===== src/rtl/alu_pkg.sv =====
// Shared ALU definitions: opcode encoding, arbiter FSM states and requester IDs.
package alu_pkg;

    localparam int unsigned ALU_OP_W    = 4;
    localparam int unsigned ALU_NUM_OPS = 10;

    typedef enum logic [ALU_OP_W-1:0] {
        ALU_ADD  = 4'd0,
        ALU_SUB  = 4'd1,
        ALU_AND  = 4'd2,
        ALU_OR   = 4'd3,
        ALU_XOR  = 4'd4,
        ALU_SLL  = 4'd5,
        ALU_SRL  = 4'd6,
        ALU_SRA  = 4'd7,
        ALU_SLT  = 4'd8,
        ALU_SLTU = 4'd9
    } alu_op_e;

    typedef enum logic [1:0] {
        ST_IDLE = 2'd0,
        ST_EXEC = 2'd1,
        ST_RESP = 2'd2
    } arb_state_e;

    localparam logic REQ_EXE = 1'b0;
    localparam logic REQ_BRU = 1'b1;

endpackage


===== src/rtl/alu_arbiter_rr_arb2.sv =====
// Combinational two-way round-robin grant; a lone requester always wins.
module rr_arb2 (
    input  logic [1:0] valid_i,
    input  logic       rr_ptr_i,
    output logic [1:0] gnt_o,
    output logic       gnt_id_o
);

    logic any_valid;

    always_comb begin
        any_valid = |valid_i;
        gnt_id_o  = 1'b0;
        if (valid_i == 2'b11) begin
            gnt_id_o = rr_ptr_i;
        end else if (valid_i == 2'b10) begin
            gnt_id_o = 1'b1;
        end
        gnt_o = {any_valid & gnt_id_o, any_valid & ~gnt_id_o};
    end

endmodule


===== src/rtl/alu_arbiter.sv =====
// Round-robin sharing of one ALU between the execute stage and the address/branch unit.
// Optional per-requester completion counters are built when ALU_ARB_PERF_EN is defined.
module alu_arbiter
    import alu_pkg::*;
#(
    parameter int unsigned DATA_WIDTH    = 32,
    parameter int unsigned OP_WIDTH      = ALU_OP_W,
    parameter int unsigned NUM_LEGAL_OPS = ALU_NUM_OPS
) (
    input  logic                  clk,
    input  logic                  rst_n,
    input  logic                  req0_valid,
    output logic                  req0_ready,
    input  logic [DATA_WIDTH-1:0] req0_a,
    input  logic [DATA_WIDTH-1:0] req0_b,
    input  logic [OP_WIDTH-1:0]   req0_op,
    input  logic                  req1_valid,
    output logic                  req1_ready,
    input  logic [DATA_WIDTH-1:0] req1_a,
    input  logic [DATA_WIDTH-1:0] req1_b,
    input  logic [OP_WIDTH-1:0]   req1_op,
    output logic                  resp0_valid,
    input  logic                  resp0_ready,
    output logic [DATA_WIDTH-1:0] resp0_result,
    output logic                  resp0_zero,
    output logic                  resp0_err,
    output logic                  resp1_valid,
    input  logic                  resp1_ready,
    output logic [DATA_WIDTH-1:0] resp1_result,
    output logic                  resp1_zero,
    output logic                  resp1_err,
    output logic [DATA_WIDTH-1:0] alu_a,
    output logic [DATA_WIDTH-1:0] alu_b,
    output logic [OP_WIDTH-1:0]   alu_control,
    input  logic [DATA_WIDTH-1:0] alu_result,
    input  logic                  alu_zero,
    output logic [31:0]           perf_cnt0,
    output logic [31:0]           perf_cnt1
);

    localparam logic [OP_WIDTH:0] LEGAL_LIM = (OP_WIDTH+1)'(NUM_LEGAL_OPS);

    arb_state_e            state_q, state_d;
    logic                  rr_ptr_q, rr_ptr_d;
    logic                  gnt_id_q, gnt_id_d;
    logic [DATA_WIDTH-1:0] alu_a_q, alu_a_d;
    logic [DATA_WIDTH-1:0] alu_b_q, alu_b_d;
    logic [OP_WIDTH-1:0]   alu_ctrl_q, alu_ctrl_d;
    logic [DATA_WIDTH-1:0] result_q, result_d;
    logic                  zero_q, zero_d;
    logic                  err_q, err_d;

    logic [1:0]            gnt;
    logic                  win_id;
    logic                  resp_hs;
    logic [OP_WIDTH-1:0]   win_op;

    rr_arb2 u_rr_arb2 (
        .valid_i  ({req1_valid, req0_valid}),
        .rr_ptr_i (rr_ptr_q),
        .gnt_o    (gnt),
        .gnt_id_o (win_id)
    );

    // Next-state, operand capture and handshake decode
    always_comb begin
        state_d    = state_q;
        rr_ptr_d   = rr_ptr_q;
        gnt_id_d   = gnt_id_q;
        alu_a_d    = alu_a_q;
        alu_b_d    = alu_b_q;
        alu_ctrl_d = alu_ctrl_q;
        result_d   = result_q;
        zero_d     = zero_q;
        err_d      = err_q;
        req0_ready = 1'b0;
        req1_ready = 1'b0;
        resp_hs    = 1'b0;
        win_op     = win_id ? req1_op : req0_op;

        case (state_q)
            ST_IDLE: begin
                req0_ready = gnt[0];
                req1_ready = gnt[1];
                if (|gnt) begin
                    state_d    = ST_EXEC;
                    gnt_id_d   = win_id;
                    alu_a_d    = win_id ? req1_a : req0_a;
                    alu_b_d    = win_id ? req1_b : req0_b;
                    alu_ctrl_d = win_op;
                    err_d      = ({1'b0, win_op} >= LEGAL_LIM);
                end
            end
            ST_EXEC: begin
                result_d = alu_result;
                zero_d   = alu_zero;
                state_d  = ST_RESP;
            end
            ST_RESP: begin
                resp_hs = (gnt_id_q == REQ_BRU) ? resp1_ready : resp0_ready;
                if (resp_hs) begin
                    rr_ptr_d = ~gnt_id_q;
                    state_d  = ST_IDLE;
                end
            end
            default: state_d = ST_IDLE;
        endcase
    end

    always_ff @(posedge clk or negedge rst_n) begin
        if (!rst_n) begin
            state_q    <= ST_IDLE;
            rr_ptr_q   <= 1'b0;
            gnt_id_q   <= 1'b0;
            alu_a_q    <= '0;
            alu_b_q    <= '0;
            alu_ctrl_q <= '0;
            result_q   <= '0;
            zero_q     <= 1'b0;
            err_q      <= 1'b0;
        end else begin
            state_q    <= state_d;
            rr_ptr_q   <= rr_ptr_d;
            gnt_id_q   <= gnt_id_d;
            alu_a_q    <= alu_a_d;
            alu_b_q    <= alu_b_d;
            alu_ctrl_q <= alu_ctrl_d;
            result_q   <= result_d;
            zero_q     <= zero_d;
            err_q      <= err_d;
        end
    end

    assign alu_a        = alu_a_q;
    assign alu_b        = alu_b_q;
    assign alu_control  = alu_ctrl_q;
    assign resp0_valid  = (state_q == ST_RESP) && (gnt_id_q == REQ_EXE);
    assign resp1_valid  = (state_q == ST_RESP) && (gnt_id_q == REQ_BRU);
    assign resp0_result = result_q;
    assign resp1_result = result_q;
    assign resp0_zero   = zero_q;
    assign resp1_zero   = zero_q;
    assign resp0_err    = err_q;
    assign resp1_err    = err_q;

`ifdef ALU_ARB_PERF_EN
    logic [31:0] perf_cnt0_q, perf_cnt0_d;
    logic [31:0] perf_cnt1_q, perf_cnt1_d;

    // Saturating completion counters, bumped on the response handshake
    always_comb begin
        perf_cnt0_d = perf_cnt0_q;
        perf_cnt1_d = perf_cnt1_q;
        if (resp_hs && (gnt_id_q == REQ_EXE) && (perf_cnt0_q != 32'hFFFF_FFFF)) begin
            perf_cnt0_d = perf_cnt0_q + 32'd1;
        end
        if (resp_hs && (gnt_id_q == REQ_BRU) && (perf_cnt1_q != 32'hFFFF_FFFF)) begin
            perf_cnt1_d = perf_cnt1_q + 32'd1;
        end
    end

    always_ff @(posedge clk or negedge rst_n) begin
        if (!rst_n) begin
            perf_cnt0_q <= '0;
            perf_cnt1_q <= '0;
        end else begin
            perf_cnt0_q <= perf_cnt0_d;
            perf_cnt1_q <= perf_cnt1_d;
        end
    end

    assign perf_cnt0 = perf_cnt0_q;
    assign perf_cnt1 = perf_cnt1_q;
`else
    assign perf_cnt0 = '0;
    assign perf_cnt1 = '0;
`endif

endmodule


===== config.mk =====
export PLATFORM = sky130hd
export DESIGN_NAME = alu_arbiter
export DESIGN_NICKNAME = d
export VERILOG_FILES = /design/src/rtl/alu_pkg.sv /design/src/rtl/alu_arbiter_rr_arb2.sv /design/src/rtl/alu_arbiter.sv
export SDC_FILE = /design/constraint.sdc
export NUM_CORES = 1
export LEC_CHECK = 0
export BUFFER_PORTS_ARGS = -buffer_cell sky130_fd_sc_hd__buf_2
export CAP_MARGIN = 15
export CORE_MARGIN = 1.5
export CORE_UTILIZATION = 24
export DETAILED_ROUTE_END_ITERATION = 6
export SKIP_CTS_REPAIR_TIMING = 1
export SLEW_MARGIN = 20
export SYNTH_ARGS = -nofsm -noshare
export SYNTH_HDL_FRONTEND = slang
export SYNTH_SLANG_ARGS = --single-unit

===== constraint.sdc =====
create_clock -name clk -period 3.77 [get_ports clk]
set_input_delay 0.5655 -clock clk [delete_from_list [all_inputs] [get_ports clk]]
set_output_delay 0.5655 -clock clk [all_outputs]
set_load 0.01 [all_outputs]

Word-level counts from Yosys, hierarchy flattened
Index checks and enable logic that the tools add are counted.
Word-level totals
  register bits: 106
  input port bits: 175
  output and inout bits: 204
  word-level logic and storage cells: 39
Cells by class
  $lt $le $gt $ge: 1
  eq/ne operators: 6
  multiplexer cells: 11
  bitwise gates (word level): 4
  reductions and logical operators: 8
Operator list (number)
  32-bit 2-to-1 mux: 2
  2-bit == test (second input constant): 3
  2-bit one-hot mux with 3 select lines: 1
  2-bit AND reduction: 3
  1-bit 2-to-1 mux: 5
  4-bit greater-or-equal comparator (second input constant): 1
  2-bit 2-to-1 mux: 2
  4-bit 2-to-1 mux: 1
  2-bit != test (second input constant): 2
  2-bit OR reduction: 2
  1-bit AND: 2
  2-bit by 1-bit == test with 1-bit output (second input constant): 1
  1-bit logical AND: 2
  2-bit zero test: 1
  1-bit inverter: 2

Longest topological paths before layout
  depth after elaboration: 8
  gate-level depth with buffers: 7
  gate-level depth less buffers: 4

By module
A second synthesis with hierarchy kept.
Unflattened totals
  cell total of the unflattened synthesis: 420
  area, all modules: 5601.6 sq um
Modules (own cells, without submodules)
  alu_arbiter: times used 1, cells an instance 416, area each 5575.3 sq um, seq. area each 2652.5 sq um
  rr_arb2: times used 1, cells an instance 4, area each 26.3 sq um, seq. area each 0.0 sq um

Worst setup path after synthesis
OpenSTA, ideal clock, no wires.
  kind: in2out
  start point: input port req0_valid
  end point: output port req0_ready
  arrival: 1.281 ns
  required time: 3.204 ns
  setup slack: 1.923 ns
  stages: 3
  buffers on the path: 1
  cell sequence: nor3b_2 > clkbuf_1 > and2_1
Between the ends
  word-level cells in the longest chain between the ends: 6
  elaborated cells on any way between the ends: 8
  those cells by class: eq/ne (2); mux (3); bitwise (2); reduce/logical (1)
RTL lines
  start, declared: line alu_arbiter.sv:12  | input logic req0_valid,
  2-bit == test: line alu_arbiter_rr_arb2.sv:16  | end else if (valid_i == 2'b10) begin
  1-bit 2-to-1 mux: line alu_arbiter_rr_arb2.sv:16
  1-bit 2-to-1 mux: line alu_arbiter_rr_arb2.sv:14  | if (valid_i == 2'b11) begin
  1-bit inverter: line alu_arbiter_rr_arb2.sv:19  | gnt_o = {any_valid & gnt_id_o, any_valid & ~gnt_id_o};
  1-bit AND *: line alu_arbiter_rr_arb2.sv:19
  1-bit 2-to-1 mux *: line alu_arbiter.sv:81  | case (state_q)
  end, declared: line alu_arbiter.sv:13  | output logic req0_ready,
Mark *: on every way between the ends. The rest lies on a longest branch, timed or not.

Worst setup path after layout
  start point: input port req0_valid
  end point: register alu_a_q[5] (netlist: alu_a[5])
Between the ends
  word-level cells in the longest chain between the ends: 7
  elaborated cells on any way between the ends: 11
  those cells by class: eq/ne (2); mux (3); bitwise (3); reduce/logical (3)
RTL lines
  2-bit == test: line alu_arbiter_rr_arb2.sv:16
  1-bit 2-to-1 mux: line alu_arbiter_rr_arb2.sv:16
  1-bit 2-to-1 mux: line alu_arbiter_rr_arb2.sv:14
  1-bit inverter: line alu_arbiter_rr_arb2.sv:19
  1-bit AND: line alu_arbiter_rr_arb2.sv:19
  2-bit OR reduction: line alu_arbiter.sv:85  | if (|gnt) begin
  2-bit AND reduction (no source line)
  end signal, assigned: line alu_arbiter.sv:125  | alu_a_q <= alu_a_d;
  end, declared: line alu_arbiter.sv:46  | logic [DATA_WIDTH-1:0] alu_a_q, alu_a_d;
Parallel ways exist; a longest one is shown, timed or not.
A chain may end at the register's enable or synchronous reset.

==> out/metrics.yaml <==
outcome:
  status: "finished, final reports clean"
detailed_routing:
  drtIter0Drc: 354
  drt_first_pass_iters: 6
  drc: 0
  vias: 4798
  ant_nets: 0
  routed_wl_mm: 17.4
  avgViaCountPerCell: 4.61
  wire_per_inst_um: 16.7
clock_network:
  cts_sinks: 106
  cts_max_level: 3
  path_clk_slew_ns: 0.08
  clock_latency_ns: 0.35
  root_buffer: "clkbuf_16"
  numCtsBuffers: 9
  clock_path_buffers: 2
  tritoncts: "done"
power:
  power_uw: 5650
  max-vdd-ir-drop_mv: 0.234
  power_density_nw_per_um2: 809
  leakage_uw: 0.00365
setup_path:
  worstPathArrival_ns: 3.30
  critPathKind: "input pin to flip-flop"
  slowest_stage: "or2_1"
  startpoint: "req0_valid"
  cp.required_ns: 3.97
  start_kind: "input pin"
  cpPeakStageDelay_ns: 0.85
  cp_cell_sequence: "buf_2, or2_1, nand2_2, inv_2, a31oi_1"
  path_max_fanout: 43
  cp-end-kind: "flip-flop"
  r2r_start: "state_q[1]$_DFFE_PN0P_"
logic_synthesis:
  synth.largest_area_cell: "dfrtp_1"
  yosysUniqueCellTypes: 29
  synth-seq-area-share_pct: 49.6
  syn_inst: 497
  synth_warnings: 0
  synth_top_cell_area_share_pct: 49.6
  synth_area_per_cell_um2: 10.8
  netlist_top_cells_area: "dfrtp_1 50%, buf_4 14%, a221o_1 7.7%, mux2_1 7.0%, and3_1 5.0%"
  netlist_area_um2: 5350
  ys_ff_latch: 106
global_routing:
  grt_pass1_wl_mm: 26.4
  grtUsageTotal_pct: 14.5
  gr-total-overflow: 0
  antenna_found_initial: 0
  grt_max_degree: 57
  first_global_vias: 4513
timing:
  period_share_pct: 82.1
  max_slew_margin_pct: 26.2
  hold_violations: 0
  drv_slew: 0
  fmax_ghz: 0.323
  setup-violations-final: 0
  worst_pin_slew_ns: 1.11
  fin_tns_setup_ns: 0
  skew_ns: 0.0108
  fin_crit_ns: 3.10
  rsz0062_at_grt: "no"
floorplanning:
  core_area_um2: 21800
  pin_count: 379
  die_height_um: 152
  dieArea_um2: 23200
  std_cell_rows: 54
  start_util_pct: 24.5
  die_x_um: 152
cells_and_area:
  n_antenna_cell: 0
  area_delta_synth_final_pct: 30.5
  mostFrequentLayoutCells: "313 x buf_2, 106 x dfrtp_1, 64 x conb_1, 42 x and3_1, 41 x a221o_1"
  fin_nets: 930
  drive_above_1_share_pct: 45.3
  final_common_cell: "buf_2"
run:
  max_cap_violations: 0
placement:
  dpl.hpwl_mm: 12.3
  place.gp.congestion: 0.788
  numPortBuffers: 314
worst_hold_path:
  holdCritPathClass: "input pin to asynchronous set/reset pin"
through the flow:
stage | std cells | utilization, % | hold WS, ns | area [um^2] | worst slack, ns
finish | 1040 | 32.0 | 0.266 | 6980 | 0.675
CTS | 1040 | 32.0 | 0.280 | 6970 | 0.613
global route | 1040 | 32.0 | 0.303 | 6980 | 0.442
global placement | 1024 | 30.6 | 0.489 | 6690 | 0.226
floorplan | 560 | - | 0.270 | 5580 | 1.92
detailed placement | 1024 | 30.6 | 0.489 | 6690 | 0.230
synth_stat cells:
cell type,instances
nor2_2,1
nor2b_1,1
nor3b_2,1
buf_1,2
and2_1,1
a221o_1,41
o211ai_1,3
a21o_1,1
buf_2,14
inv_2,2
a21oi_1,27
dfrtp_1,106
inv_1,4
buf_4,98
conb_1,1
mux2_1,33
nor3b_1,1
o21ai_0,19
a31oi_1,27
nand2_2,1
nand3_1,27
nor2_1,2
and3_1,43
o21ai_1,10
o2111ai_1,2
or2_1,1
nand2b_1,3
nand2_1,1
clkbuf_1,24
worst paths after layout:
kind | end | slack [ns] | cells past startpoint
setup reg to reg | alu_a[5]$_DFFE_PN0P_ | 1.19 | 5
min in group clk | resp0_result[5]$_DFFE_PN0N_ | 0.42 | 2
hold / removal | alu_a[15]$_DFFE_PN0P_ | 0.27 | 1
setup / recovery | alu_a[5]$_DFFE_PN0P_ | 0.67 | 5
max in group asynchronous | resp0_result[31]$_DFFE_PN0N_ | 2.74 | 2
hold reg to reg | resp0_result[2]$_DFFE_PN0N_ | 0.51 | 1
cell families (layout without fill, tap and decap cells):
kind of cell	Yosys count	count (layout)	synth area share, %
compound gates	130	130	17.0
buf+inv	144	344	17.3
simple gates	83	83	9.08
flops	106	106	49.6
other cells	1	64	0.0701
mux	33	33	6.95
worst max-delay path, delay by kind of cell:
family	cells	cell delay, ns
buffers and inverters	2	0.87
and+or+nand+nor	2	1.67
AOI/OAI and AO/OA	1	0.16
layer usage:
metal | vias to the layer above | wire (um) | track usage [%]
met4 | 0 | 327 | 4.72
met2 | 252 | 8430 | 23.3
met5 | - | 0 | 0
li1 | 2178 | - | -
met3 | 24 | 1150 | 2.62
met1 | 2344 | 7470 | 19.7
power breakdown:
part,total (uW),internal (uW),switching (uW),leakage (uW)
combinational,2610,1140,1480,0.00226
sequential,2090,1710,373,0.00125
clock,949,479,470,0.000139
sequential cells by signal, summed over array words and instances (netlist names):
register,cells
gnt_id_q,1
alu_control,4
resp0_err,1
alu_b,32
alu_a,32
resp0_zero,1
state_q,2
resp0_result,32
rr_ptr_q,1
layout make-up:
class                           count  area [um^2]
Clock buffer                       11          243
Clock inverter                      5         45.0
Fill cell                        2307        14800
Inverter                            6         22.5
Multi-Input combinational cell    310         2020
Sequential cell                   106         2650
Tap cell                          280          350
Timing Repair Buffer              322         1650
No activity file was read; power rests on OpenSTA's default activity.
